<file path="config.mk">
export PLATFORM = sky130hd
export DESIGN_NAME = pipe_fetch_ctrl
export DESIGN_NICKNAME = d
export VERILOG_FILES = /design/src/rtl/pipe_ctrl_pkg.sv /design/src/rtl/load_use_detect.sv /design/src/rtl/pipe_fetch_ctrl.sv
export SDC_FILE = /design/constraint.sdc
export NUM_CORES = 1
export LEC_CHECK = 0
export CORE_UTILIZATION = 27
export CTS_CLUSTER_DIAMETER = 50
export DETAILED_ROUTE_END_ITERATION = 6
export MAX_ROUTING_LAYER = met4
export PLACE_DENSITY = 0.88
export RECOVER_POWER = 100
export SLEW_MARGIN = 5
export SYNTH_ARGS = -nofsm -noshare
export SYNTH_HDL_FRONTEND = slang
export SYNTH_SLANG_ARGS = --single-unit
</file>
<file path="constraint.sdc">
create_clock -name in_clk -period 4.8 [get_ports in_clk]
set_input_delay 0.96 -clock in_clk [delete_from_list [all_inputs] [get_ports in_clk]]
set_output_delay 0.96 -clock in_clk [all_outputs]
set_load 0.02 [all_outputs]
</file>
<file path="src/rtl/pipe_ctrl_pkg.sv">
// Shared encodings for the fetch-stage sequencer: PC mux selects, FSM states,
// the bundled control word and a saturating increment helper.
package pipe_ctrl_pkg;

    localparam logic [1:0] PC_SEL_NPC    = 2'b00;
    localparam logic [1:0] PC_SEL_BRANCH = 2'b01;
    localparam logic [1:0] PC_SEL_JUMP   = 2'b10;

    typedef enum logic {
        RUN      = 1'b0,
        MDU_WAIT = 1'b1
    } fetch_state_e;

    typedef struct packed {
        logic [1:0] pc_sel;
        logic       stall;
        logic       flush_ifid;
        logic       flush_idex;
    } fetch_ctrl_t;

    function automatic logic [31:0] sat_inc32(input logic [31:0] v);
        return (v == 32'hFFFF_FFFF) ? v : v + 32'd1;
    endfunction

endpackage

</file>
<file path="src/rtl/load_use_detect.sv">
// Load-use hazard: the ID instruction reads a register that the load in EX
// has not yet produced. r0 never creates a hazard.
module load_use_detect (
    input  logic       ex_memread,
    input  logic [4:0] ex_rd,
    input  logic [4:0] id_rs,
    input  logic [4:0] id_rt,
    input  logic       id_uses_rs,
    input  logic       id_uses_rt,
    output logic       lu
);

    logic rs_hit;
    logic rt_hit;

    assign rs_hit = id_uses_rs && (id_rs == ex_rd);
    assign rt_hit = id_uses_rt && (id_rt == ex_rd);
    assign lu     = ex_memread && (ex_rd != 5'd0) && (rs_hit || rt_hit);

endmodule

</file>
<file path="src/rtl/pipe_fetch_ctrl.sv">
// Fetch-stage sequencer: arbitrates branch/jump redirects and load-use stalls,
// and holds the front end through a counted mult/div wait. Optional perf
// counters are built when PIPE_FETCH_PERF_EN is defined.
module pipe_fetch_ctrl
    import pipe_ctrl_pkg::*;
#(
    parameter int MDU_CYCLES = 32,
    parameter int CNT_W      = 8
) (
    input  logic        in_clk,
    input  logic        in_rst,
    input  logic        in_ex_branch_taken,
    input  logic [31:0] in_ex_baddr,
    input  logic        in_id_jump,
    input  logic [31:0] in_id_jaddr,
    input  logic [4:0]  in_id_rs,
    input  logic [4:0]  in_id_rt,
    input  logic        in_id_uses_rs,
    input  logic        in_id_uses_rt,
    input  logic        in_ex_memread,
    input  logic [4:0]  in_ex_rd,
    input  logic        in_id_mdu_start,
    output logic [1:0]  out_pc_sel,
    output logic [31:0] out_pc_baddr,
    output logic [31:0] out_pc_jaddr,
    output logic        out_stall,
    output logic        out_flush_ifid,
    output logic        out_flush_idex,
    output logic        out_mdu_busy
`ifdef PIPE_FETCH_PERF_EN
    ,
    output logic [31:0] out_perf_stall,
    output logic [31:0] out_perf_flush,
    output logic [31:0] out_perf_mdu
`endif
);

    fetch_state_e     state;
    logic [CNT_W-1:0] cnt;
    fetch_ctrl_t      ctrl;
    logic             lu;
    logic             mdu_go;

    load_use_detect u_lu (
        .ex_memread (in_ex_memread),
        .ex_rd      (in_ex_rd),
        .id_rs      (in_id_rs),
        .id_rt      (in_id_rt),
        .id_uses_rs (in_id_uses_rs),
        .id_uses_rt (in_id_uses_rt),
        .lu         (lu)
    );

    // Zero-latency arbitration so the PC mux is steered in the same cycle.
    always_comb begin
        ctrl   = '0;
        mdu_go = 1'b0;
        if (state == MDU_WAIT) begin
            ctrl.stall      = 1'b1;
            ctrl.flush_idex = 1'b1;
        end else if (in_ex_branch_taken) begin
            ctrl.pc_sel     = PC_SEL_BRANCH;
            ctrl.flush_ifid = 1'b1;
            ctrl.flush_idex = 1'b1;
        end else if (lu) begin
            // A coincident jump stays in ID and re-presents next cycle.
            ctrl.stall      = 1'b1;
            ctrl.flush_idex = 1'b1;
        end else if (in_id_jump) begin
            ctrl.pc_sel     = PC_SEL_JUMP;
            ctrl.flush_ifid = 1'b1;
        end else if (in_id_mdu_start) begin
            mdu_go = 1'b1;
        end
        if (!in_rst) begin
            ctrl   = '0;
            mdu_go = 1'b0;
        end
    end

    always_ff @(posedge in_clk) begin
        if (!in_rst) begin
            state <= RUN;
            cnt   <= '0;
        end else begin
            case (state)
                RUN: begin
                    if (mdu_go) begin
                        state <= MDU_WAIT;
                        cnt   <= CNT_W'(MDU_CYCLES - 1);
                    end
                end
                MDU_WAIT: begin
                    // The mult/div already spent one cycle in EX on entry.
                    if (cnt <= CNT_W'(1)) begin
                        state <= RUN;
                        cnt   <= '0;
                    end else begin
                        cnt <= cnt - CNT_W'(1);
                    end
                end
                default: begin
                    state <= RUN;
                    cnt   <= '0;
                end
            endcase
        end
    end

    assign out_pc_sel     = ctrl.pc_sel;
    assign out_stall      = ctrl.stall;
    assign out_flush_ifid = ctrl.flush_ifid;
    assign out_flush_idex = ctrl.flush_idex;
    assign out_mdu_busy   = (state == MDU_WAIT);
    assign out_pc_baddr   = in_ex_baddr;
    assign out_pc_jaddr   = in_id_jaddr;

`ifdef PIPE_FETCH_PERF_EN
    logic [31:0] perf_stall;
    logic [31:0] perf_flush;
    logic [31:0] perf_mdu;

    always_ff @(posedge in_clk) begin
        if (!in_rst) begin
            perf_stall <= '0;
            perf_flush <= '0;
            perf_mdu   <= '0;
        end else begin
            if ((state == RUN) && ctrl.stall) perf_stall <= sat_inc32(perf_stall);
            if (ctrl.flush_ifid)              perf_flush <= sat_inc32(perf_flush);
            if (state == MDU_WAIT)            perf_mdu   <= sat_inc32(perf_mdu);
        end
    end

    assign out_perf_stall = perf_stall;
    assign out_perf_flush = perf_flush;
    assign out_perf_mdu   = perf_mdu;
`endif

endmodule
</file>
Word level (Yosys, flattened, before mapping)
Index checks and enable logic that the tools add are counted.
{"block": "word_totals", "regBits": 9, "inputBits": 87, "output_inout_bits": 70, "word_cells": 39}
{"block": "op_classes", "addsub": 1, "magnitude_cmp": 1, "n_eq_ne": 3, "muxes": 25, "bitwise": 1, "n_reduce_logical": 6}
{"cell": "$mux W8", "count": 2}
{"cell": "$pmux W8 S2", "count": 1}
{"cell": "$mux W1", "count": 15}
{"cell": "$eq A5 B5 Y1", "count": 2}
{"cell": "$mux W2", "count": 5}
{"cell": "$le A8 B1 Y1 const B", "count": 1}
{"cell": "$sub A8 B1 Y8 const B", "count": 1}
{"cell": "$mux W5", "count": 1}
{"cell": "$reduce_bool A5 Y1", "count": 1}
{"cell": "$logic_and A1 B1 Y1", "count": 4}
{"cell": "$ne A2 B2 Y1 const B", "count": 1}
{"cell": "$pmux W1 S2", "count": 1}
{"cell": "$logic_or A1 B1 Y1", "count": 1}
{"cell": "$not A1 Y1", "count": 1}

Depth between registers and ports, before layout
Gate-level depths: netlist (run 1).
{"block": "depth", "depth_word": 10, "mapped_depth": 7, "ltp_nobuf": 7}

Hierarchy
Synthesis (run 1) repeated with hierarchy kept, for this count alone.
{"block": "hier_totals", "cells_unflattened": 151, "hier_area_um2": 1182.4}
{"mod": "pipe_fetch_ctrl", "n_inst": 1, "cells_per_inst": 134, "area_per_inst_um2": 1048.5, "seq_area_each_um2": 180.2}
{"mod": "load_use_detect", "n_inst": 1, "cells_per_inst": 17, "area_per_inst_um2": 133.9, "seq_area_each_um2": 0.0}

Least setup slack after synthesis (run 1)
OpenSTA, ideal clock, no wires.
{"block": "synth_path", "path_kind": "input to output", "startpoint": "input in_ex_rd[4]", "endpoint": "output out_pc_sel[1]", "arrival_ns": 2.335, "required_time_ns": 3.840, "path_slack_ns": 1.505, "cell_stages": 4, "n_path_buf": 0, "path_cell_list": "or4_1 -> o21a_1 -> and2_1 -> nor3_1"}
{"block": "synth_via", "elab_chain_cells": 8, "word_cells_on_any_way": 12, "classes_between": "eq/ne (2); mux (4); reduce/logical (6)"}
{"element": "from (decl)", "line_no": "pipe_fetch_ctrl.sv:21", "rtl": "input logic [4:0] in_ex_rd,"}
{"element": "$eq A5 B5 Y1, on equally long branches", "line_no": "load_use_detect.sv:16, load_use_detect.sv:17"}
{"element": "$logic_and A1 B1 Y1, on equally long branches", "line_no": "load_use_detect.sv:16, load_use_detect.sv:17"}
{"element": "$logic_or A1 B1 Y1", "line_no": "load_use_detect.sv:18", "rtl": "assign lu = ex_memread && (ex_rd != 5'd0) && (rs_hit || rt_hit);"}
{"element": "$logic_and A1 B1 Y1 (*)", "line_no": "load_use_detect.sv:18"}
{"element": "$mux W2 (*)", "line_no": "pipe_fetch_ctrl.sv:65", "rtl": "end else if (lu) begin"}
{"element": "$mux W2 (*)", "line_no": "pipe_fetch_ctrl.sv:61", "rtl": "end else if (in_ex_branch_taken) begin"}
{"element": "$mux W2 (*)", "line_no": "pipe_fetch_ctrl.sv:58", "rtl": "if (state == MDU_WAIT) begin"}
{"element": "$mux W5 (*)", "line_no": "pipe_fetch_ctrl.sv:75", "rtl": "if (!in_rst) begin"}
{"element": "to (decl)", "line_no": "pipe_fetch_ctrl.sv:23", "rtl": "output logic [1:0] out_pc_sel,"}
Every way passes the cells marked *; elsewhere a longest branch is shown, timed or not.

Worst setup path in the final report (run 1)
{"block": "layout_path", "startpoint": "input in_ex_rd[0]", "endpoint": "output out_flush_idex"}
{"block": "layout_via", "elab_chain_cells": 8, "word_cells_on_any_way": 12, "classes_between": "eq/ne (2); mux (4); reduce/logical (6)"}
{"element": "$eq A5 B5 Y1, on equally long branches", "line_no": "load_use_detect.sv:16, load_use_detect.sv:17"}
{"element": "$logic_and A1 B1 Y1, on equally long branches", "line_no": "load_use_detect.sv:16, load_use_detect.sv:17"}
{"element": "$logic_or A1 B1 Y1", "line_no": "load_use_detect.sv:18"}
{"element": "$logic_and A1 B1 Y1 (*)", "line_no": "load_use_detect.sv:18"}
{"element": "$mux W1 (*)", "line_no": "pipe_fetch_ctrl.sv:65"}
{"element": "$mux W2 (*)", "line_no": "pipe_fetch_ctrl.sv:61"}
{"element": "$mux W1 (*)", "line_no": "pipe_fetch_ctrl.sv:58"}
{"element": "$mux W5 (*)", "line_no": "pipe_fetch_ctrl.sv:75"}
{"element": "to (decl)", "line_no": "pipe_fetch_ctrl.sv:28", "rtl": "output logic out_flush_idex,"}
Marks and branches as above.

==> summary.txt, run 1 <==
Clock tree
  – CTS H-tree lvls: 1
  – Clock latency on the worst-skew pair: ~240 ps
  – PostCTS Resize Cnt: 0
  – Hold buffer count at CTS: 0
  – Clk sink count: 9
  – Clock slew at reported path FFs: 40 ps
  – Clk root buf: clkbuf_8
  – TritonCTS buffer count: 3
  – Clk buf depth: 2
  – CTS tree: built
  – Post-CTS setup buffer count: 0

Layout
  – Post-layout net count: 203
  – Reg area: 180 um2
  – Layout cells sized above 1: 0.0531
  – # diodes: 0
  – Fillers: ~450
  – Multi-input gate area: 464 um2
  – P&R area growth vs syn: -8.42%

Job
  – Max-cap violations: 0

Timing
  – Worst setup margin: 416 ps
  – Worst relative slew slack: 0.662
  – Fin Setup TNS: 0 ps
  – RSZ-0062 raised after global routing: false
  – Final Hold Fails: 0
  – Fin crit period: 4380 ps
  – Final worst path period share: 0.913
  – Setup Viol. Count Final: 0
  – Slew @ Worst Pin: just over 500 ps
  – Skew final: 0.735 ps
  – Highest Clock Rate: 228 MHz
  – Slew Viols, Final: 0

Critical path
  – Critical Path Max Stage Delay: 640 ps
  – Critical Path Source Type: input port
  – Crit-path leading delay family: buffers and inverters
  – Buf+Inv Stages, Crit Path: 2
  – Crit path kind: in -> out
  – Critical path data arrival time: 3420 ps
  – Slowest-stage cell, CP: dlygate4sd3_1
  – Critical path data required time: 3840 ps
  – CP dominant cell by count: dlygate4sd3_1
  – Crit-path max FO: 5
  – CP Cell Sequence: dlygate4sd3_1, or4_1, o21a_1, and2_0, o31a_1, dlygate4sd3_1
  – Crit. End Element: output port

Die
  – Initial Util: 0.284
  – Core Region: 4030 um2
  – FP Rows: 23
  – Die footprint: 4500 um2
  – Die Wd: about 67 um
  – Die Ht: 67.1 um
  – I/O pin count: 157

Placement
  – Setup Slack @ Placement: 603 ps
  – HPWL after DPL: 1690 um
  – RePlAce Congestion: between 0.7 and 0.8
  – Port Buffers: 28

Yosys
  – Commonest register cell after synthesis: dfxtp_1
  – Post-synthesis sequential area ratio: 0.158
  – Cells after Synth: 146
  – Post-synth cell types: 33
  – Post-synthesis register bit count: 9
  – Top-count cell post-synth: buf_4
  – Top-area cell type share of the netlist area: 0.420
  – Async S/R FF share, synth: 0
  – Netlist Area Pre-Place: between 1000 and 1500 um2
  – Synth area leader: buf_4
  – Commonest cells in the netlist: buf_4 (64), xnor2_1 (12), dfxtp_1 (9), nand2_1 (8), o22ai_1 (5)
  – Syn Nets: 235
  – EDFF count, synth: 0
  – Leading post-synthesis cells by cell area: buf_4 (42%), dfxtp_1 (16%), xnor2_1 (9.2%)
  – Post-Syn Area per Cell: 7.83 um2
  – Synth warnings: 0

Detailed routing
  – Starting DRT DRC Count: 12
  – Via density: 4.73
  – Vias post-DR: 771
  – Post-route ant nets: 0
  – Iteration count of the initial detailed-routing pass: 4
  – Wirelength, routed: 2160 um
  – DR WL/cell: 13.2 um
  – Post-route DRC: 0

Power and ir drop
  – Pwr Total: ~260 uW
  – Leakage power: 0.411 nW
  – VDD IR max: 111 uV
  – Pwr Density: 250 nW/um2

GRT
  – GR Util met2: 0.156
  – GRT met1 Usage: 0.0949
  – Grt ovf: 0
  – Initial antenna violation count: 0
  – GR Util All Layers: 0.109
  – Met3 usage: 0.0377
  – Largest net degree at the start of global routing: 11
  – Global-route wire length before repair: 3490 um
  – Busiest grt layer: met4
  – Vias in the first global route: around 750

Outcome
  – Status: complete, no violations

Hold path
  – HP Class: reg -> reg
[worst register-to-register path, stage by stage (launching register included)]
cell,delay (ps)
dfxtp_1,400
nor2b_1,370
nand3_1,210
a21oi_1,450
o21ai_0,160
[power breakdown]
part | switching, mW | internal [mW] | total (mW)
logic | 0.0371 | 0.0482 | 0.0853
registers | 0.00646 | 0.0812 | 0.0877
clock network | 0.0314 | 0.0580 | 0.0893
[placed cells by master (no fill, tap or decap), types with 3 or more instances in the layout]
cell type        netlist  layout
and2_1                 4       3
xnor2_1               12      12
o22ai_1                5       5
o21ai_0                4       4
dlygate4sd3_1          0       8
nand2_1                8       8
dfxtp_1                9       9
inv_1                  4       4
or3_1                  3       3
clkbuf_8               0       3
clkdlybuf4s50_1        0      20
nor2_1                 4       4
[metal layers]
metal | up-vias | wire, um
met4 | 0 | 258
met2 | 50 | 959
met5 | - | 0
li1 | 352 | -
met1 | 331 | 690
met3 | 38 | 249
[registers in the layout, indices dropped and copies added (netlist names)]
name / flops
out_mdu_busy: 1
cnt: 8
[through the flow]
step	cells	hold slack (ps)	util	instance area, um2
global route	163	517	0.260	1050
CTS	163	494	0.260	1050
finish	163	490	0.260	1050
detailed placement	159	488	0.249	1000
global placement	159	471	0.249	1000
floorplan	146	463	-	1140
[kinds of logic after synthesis]
logic type / Yosys count / share of synthesized area
buf+inv: 69 / 0.437
simple gates: 34 / 0.174
compound gates: 17 / 0.0941
xor+xnor: 14 / 0.107
flops: 9 / 0.158
fa+ha+maj: 2 / 0.0219
mux: 1 / 0.00875
[path summary, 6_finish.rpt]
kind / slack [ps] / end / cells past startpoint / start
min reg2reg: 490 / cnt[7] / 2 / cnt[7]
min: 490 / cnt[7] / 2 / cnt[7]
max reg2reg: 3060 / cnt[5] / 4 / out_mdu_busy
max: 420 / out_flush_idex / 6 / in_ex_rd[0]
[area by class of cell]
class                      count  share of cell area
tap                           50              0.0597
sequential                     9               0.172
inverter                       4              0.0143
multi-input combinational     68               0.443
clock buffer                   4              0.0430
timing repair buffer          28               0.268
Note: power is estimated with default switching activity, not from simulation.
==> run 2: changes to the inputs <==
CORE_AREA = 2 2 60 62   (was not set)
CORE_UTILIZATION = not set   (was 27)
DIE_AREA = 0 0 62 64   (was not set)
DONT_BUFFER_PORTS = 1   (was not set)
GPL_TIMING_DRIVEN = 1   (was not set)
PLACE_DENSITY = not set   (was 0.88)
==> run 2 against run 1 <==
Effect of this change:
- critical path depth is 2 lower
- flip-flop and latch count stayed put
- via count is 10% lower
- final cell count is 20% lower
- utilization is 3.4 points lower
- cell area is 29% lower
- largest power group is now registers
==> summary.txt, run 2 (same netlist as run 1, synthesis figures left out) <==
Detailed routing
  – DR WL/cell: ~17 um
  – Wirelength, routed: ~2200 um
  – Starting DRT DRC Count: 18
  – Vias post-DR: 693
  – Post-route DRC: 0
  – Post-route ant nets: 0
  – Iteration count of the initial detailed-routing pass: 4
  – Via density: 5.29

Hold path
  – HP Class: reg -> reg
  – Min-delay src: cnt[7]

Placement
  – Port Buffers: 0
  – RePlAce Congestion: between 0.8 and 0.9
  – HPWL after DPL: 1900 um

Critical path
  – Crit path kind: in -> out
  – Critical path data arrival time: 2460 ps
  – Critical Path Source Type: input port
  – Buf+Inv Stages, Crit Path: 0
  – Critical path data required time: 3840 ps
  – Crit-path max FO: 5
  – Crit-path leading delay family: simple AND/OR/NAND/NOR gates
  – Crit. End Element: output port
  – Worst setup path start: in_ex_rd[4]
  – Slowest-stage cell, CP: nor3_1
  – CP Cell Sequence: or4_1, o21a_1, and2_0, nor3_1
  – R2R Path Start: out_mdu_busy
  – Critical Path Max Stage Delay: 560 ps

GRT
  – Largest net degree at the start of global routing: 11
  – Global-route wire length before repair: 3260 um
  – Grt ovf: 0
  – Initial antenna violation count: 0
  – GR Util All Layers: 0.114
  – Vias in the first global route: 728

Layout
  – Layout cells sized above 1: 0.0706
  – Biggest register: cnt
  – P&R area growth vs syn: -35.0%
  – # diodes: 0
  – Most frequent cells in the layout: xnor2_1 (12), dfxtp_1 (9), nand2_1 (8), o22ai_1 (5)
  – Commonest non-fill, non-tap cell in the layout: xnor2_1
  – Largest register FFs: 8
  – Post-layout net count: between 150 and 200

Timing
  – Fin Setup TNS: 0 ps
  – Fin crit period: 3420 ps
  – Setup Viol. Count Final: 0
  – Final Hold Fails: 0
  – Highest Clock Rate: 292 MHz
  – Slew @ Worst Pin: about 640 ps
  – Worst relative slew slack: 0.567
  – Final worst path period share: 0.713
  – RSZ-0062 raised after global routing: false
  – Slew Viols, Final: 0
  – Skew final: 5.50 ps

Clock tree
  – Clk sink count: 9
  – CTS H-tree lvls: 1
  – CTS tree: built
  – Clock latency on the worst-skew pair: 260 ps
  – Clk root buf: clkbuf_4
  – PostCTS Resize Cnt: 0
  – Clock slew at reported path FFs: 60 ps
  – Hold buffer count at CTS: 0
  – Clk buf depth: 2
  – Post-CTS setup buffer count: 0
  – TritonCTS buffer count: 3

Power and ir drop
  – Pwr Total: 206 uW
  – Clock power share: 0.285
  – Pint: 142 uW
  – Switching power total: 63.3 uW
  – Comb pwr share: 0.285
  – VDD IR max: roughly 84 uV
  – Pwr Density: 277 nW/um2
  – Leakage power: about 0.28 nW
  – Sw Share: 0.307
  – Reg power frac: 0.429

Die
  – Initial Util: 0.348
  – Core Region: between 3000 and 4000 um2
  – FP Rows: 21
  – Die Ht: around 64 um
  – I/O pin count: 157
  – Die Wd: 62 um
  – Die footprint: 3970 um2

Outcome
  – Status: complete, no violations

Job
  – Max-cap violations: 0
## run 2: cell types whose count changed in the layout (fill, tap and decap cells not counted), sizes merged
cell and change:
dlygate4sd3 -8, clkdlybuf4s50 -20
## run 2: power by group through the flow
stage / Sequential [mW] / Combinational [mW] / Clock (mW)
finish: 0.0883 / 0.0587 / 0.0587
global route: 0.0896 / 0.0651 / 0.0676
detailed placement: 0.0899 / 0.0585 / 0
global placement: 0.0896 / 0.0581 / 0
floorplan: 0.0872 / 0.130 / 0
CTS: 0.0881 / 0.0591 / 0.0604
## run 2: per-stage QoR
step | hold slack [ps] | worst slack, ps | instance area, um2 | utilization | std cells
after floorplan | 463 | 1510 | 1140 | - | 146
after global placement | 483 | 1450 | 717 | 0.218 | 127
after detailed placement | 490 | 1400 | 717 | 0.218 | 127
after CTS | 525 | 1400 | 743 | 0.226 | 131
after global routing | 530 | 1310 | 743 | 0.226 | 131
final | 519 | 1380 | 743 | 0.226 | 131
## run 2: final timing paths
path                        end  slack, ps  depth (start not counted)
setup / recovery  out_pc_sel[1]       1380                          4
hold / removal           cnt[7]        520                          2
setup reg to reg         cnt[5]       2950                          4
hold reg to reg          cnt[7]        520                          2
## run 2: per-layer routing
layer	part of all wire	up-vias	global-route usage
met1	0.30	305	0.103
met2	0.53	75	0.191
met4	0.044	0	0.0771
met3	0.13	16	0.0405
met5	0	-	-
li1	-	297	-
## run 2: worst reg2reg max path, stage by stage, from the launching register on
cell and delay (ps):
dfxtp_1 470, nor2b_1 420, nand3_1 220, a21oi_1 440
o21ai_0 170
## run 2: final cells by class
class,instances,area (um2)
fill,370,2540
multi-input combinational,68,464
sequential,9,180
tap,46,57.6
clock buffer,4,26.3
inverter,4,15.0
==> run 3: changes to the inputs <==
clock period = 3.5 ns   (was 4.8 ns; I/O delays follow)
==> run 3 against run 2 <==
Effect of this change:
- sequential share of layout area is essentially flat
- final cell count grew 0.76%
- combinational power grew 30%
- cell area shrank 0.17%
- wire length shrank 0.89%
==> summary.txt, run 3 (same netlist as run 1, synthesis figures left out) <==
Outcome
  – Status: complete, no violations

GRT
  – Initial antenna violation count: 0
  – Largest net degree at the start of global routing: 11
  – Grt ovf: 0
  – Vias in the first global route: 698
  – GR Util All Layers: 0.111
  – Global-route wire length before repair: 3180 um

Clock tree
  – Clock slew at reported path FFs: ~60 ps
  – Clk root buf: clkbuf_4
  – Post-CTS setup buffer count: 0
  – CTS H-tree lvls: 1
  – PostCTS Resize Cnt: 0
  – CTS tree: built
  – Clk buf depth: 2
  – TritonCTS buffer count: 3
  – Clk sink count: 9
  – Hold buffer count at CTS: 0
  – Clock latency on the worst-skew pair: 260 ps

Detailed routing
  – Vias post-DR: 705
  – Post-route ant nets: 0
  – Starting DRT DRC Count: 9
  – Iteration count of the initial detailed-routing pass: 4
  – Wirelength, routed: 2220 um
  – Via density: 5.34
  – DR WL/cell: 16.8 um
  – Post-route DRC: 0

Critical path
  – Critical path data required time: between 2000 and 3000 ps
  – Crit-path max FO: 5
  – Critical Path Source Type: input port
  – Crit path kind: in -> out
  – Critical path data arrival time: 2100 ps
  – R2R Path Start: out_mdu_busy
  – CP Cell Sequence: or4_1, o21a_1, and2_0, nor3_1, clkbuf_1
  – Slowest-stage cell, CP: or4_1
  – Register-to-register setup slack: roughly 1600 ps
  – FF-to-FF path depth: 4
  – Critical Path Max Stage Delay: 510 ps
  – Crit. End Element: output port
  – Reg-to-reg endpoint: cnt[5]

Layout
  – Post-layout util: 0.226
  – Most frequent cells in the layout: xnor2_1 (12), dfxtp_1 (9), nand2_1 (8), o22ai_1 (5), o21ai_0 (5)
  – P&R area growth vs syn: -35.1%
  – Layout cells sized above 1: 0.0581
  – Fillers: 366
  – Post-layout net count: 176
  – # diodes: 0
  – Reg area: ~180 um2
  – Post-route cell area: about 740 um2
  – Multi-input gate area: 459 um2
  – Commonest non-fill, non-tap cell in the layout: xnor2_1
  – Largest register FFs: 8
  – Biggest register: cnt
  – Count of non-filler cells in the finished layout: 132

Timing
  – Slew Viols, Final: 0
  – Fin crit period: around 2800 ps
  – Fin Setup TNS: 0 ps
  – Final Hold Fails: 0
  – Slew @ Worst Pin: 539 ps
  – RSZ-0062 raised after global routing: false
  – Highest Clock Rate: between 300 and 400 MHz
  – Hold_ws: 489 ps
  – Worst relative slew slack: 0.641
  – Final worst path period share: 0.799
  – Worst setup margin: 702 ps
  – Setup Viol. Count Final: 0
  – Skew final: ~4.8 ps

Power and ir drop
  – Pwr Density: around 370 nW/um2
  – VDD IR max: 141 uV
  – Leakage power: about 0.28 nW
  – Pwr Total: 278 uW

Die
  – FP Rows: 21
  – Die footprint: 3970 um2
  – I/O pin count: 157
  – Initial Util: 0.348
  – Core Region: 3280 um2
  – Die Wd: between 60 and 70 um
  – Die Ht: 64 um

Placement
  – RePlAce Congestion: 0.813
  – Setup Slack @ Placement: 814 ps
  – Placed instance area: about 720 um2
  – HPWL after DPL: 1880 um
  – Port Buffers: 0
  – Placed insts: 128

Hold path
  – Min-Delay Endpoint: cnt[7]
  – HP Class: reg -> reg
  – Hold depth: 2
  – Min-delay src: cnt[7]

Job
  – Max-cap violations: 0
[run 3: metal layers]
metal / GRT usage / share of wire
met5: - / 0
met4: 0.0851 / 0.050
met3: 0.0466 / 0.16
met2: 0.177 / 0.50
met1: 0.100 / 0.28
[run 3: critical path, delay by kind of cell]
| family | cells | cell delay (ps) |
|---|---|---|
| buffers and inverters | 1 | 250 |
| AND/OR/NAND/NOR | 3 | 940 |
| AO/OA/AOI/OAI | 1 | 210 |
[run 3: worst max-delay path by stage]
stage / depth (start not counted) / start / slack (ps) / endpoint
global placement: 5 / in_ex_rd[4] / 840 / out_pc_sel[1]
floorplan: 4 / in_ex_rd[4] / 730 / out_pc_sel[1]
detailed placement: 5 / in_ex_rd[4] / 810 / out_pc_sel[1]
finish: 5 / in_ex_rd[4] / 700 / out_pc_sel[1]
global route: 5 / in_ex_rd[4] / 630 / out_pc_sel[1]
CTS: 5 / in_ex_rd[4] / 800 / out_pc_sel[1]
[run 3: area by class of cell]
cell class                 instances  area share
clock buffer                       4      0.0354
inverter                           4      0.0202
multi-input combinational         68       0.619
sequential                         9       0.243
tap                               46      0.0776
timing repair buffer               1     0.00506
[run 3: power breakdown]
group	total [mW]	switching, mW	internal (mW)
Clock	0.0806	0.0366	0.0439
Sequential	0.121	0.0100	0.111
Combinational	0.0766	0.0390	0.0376
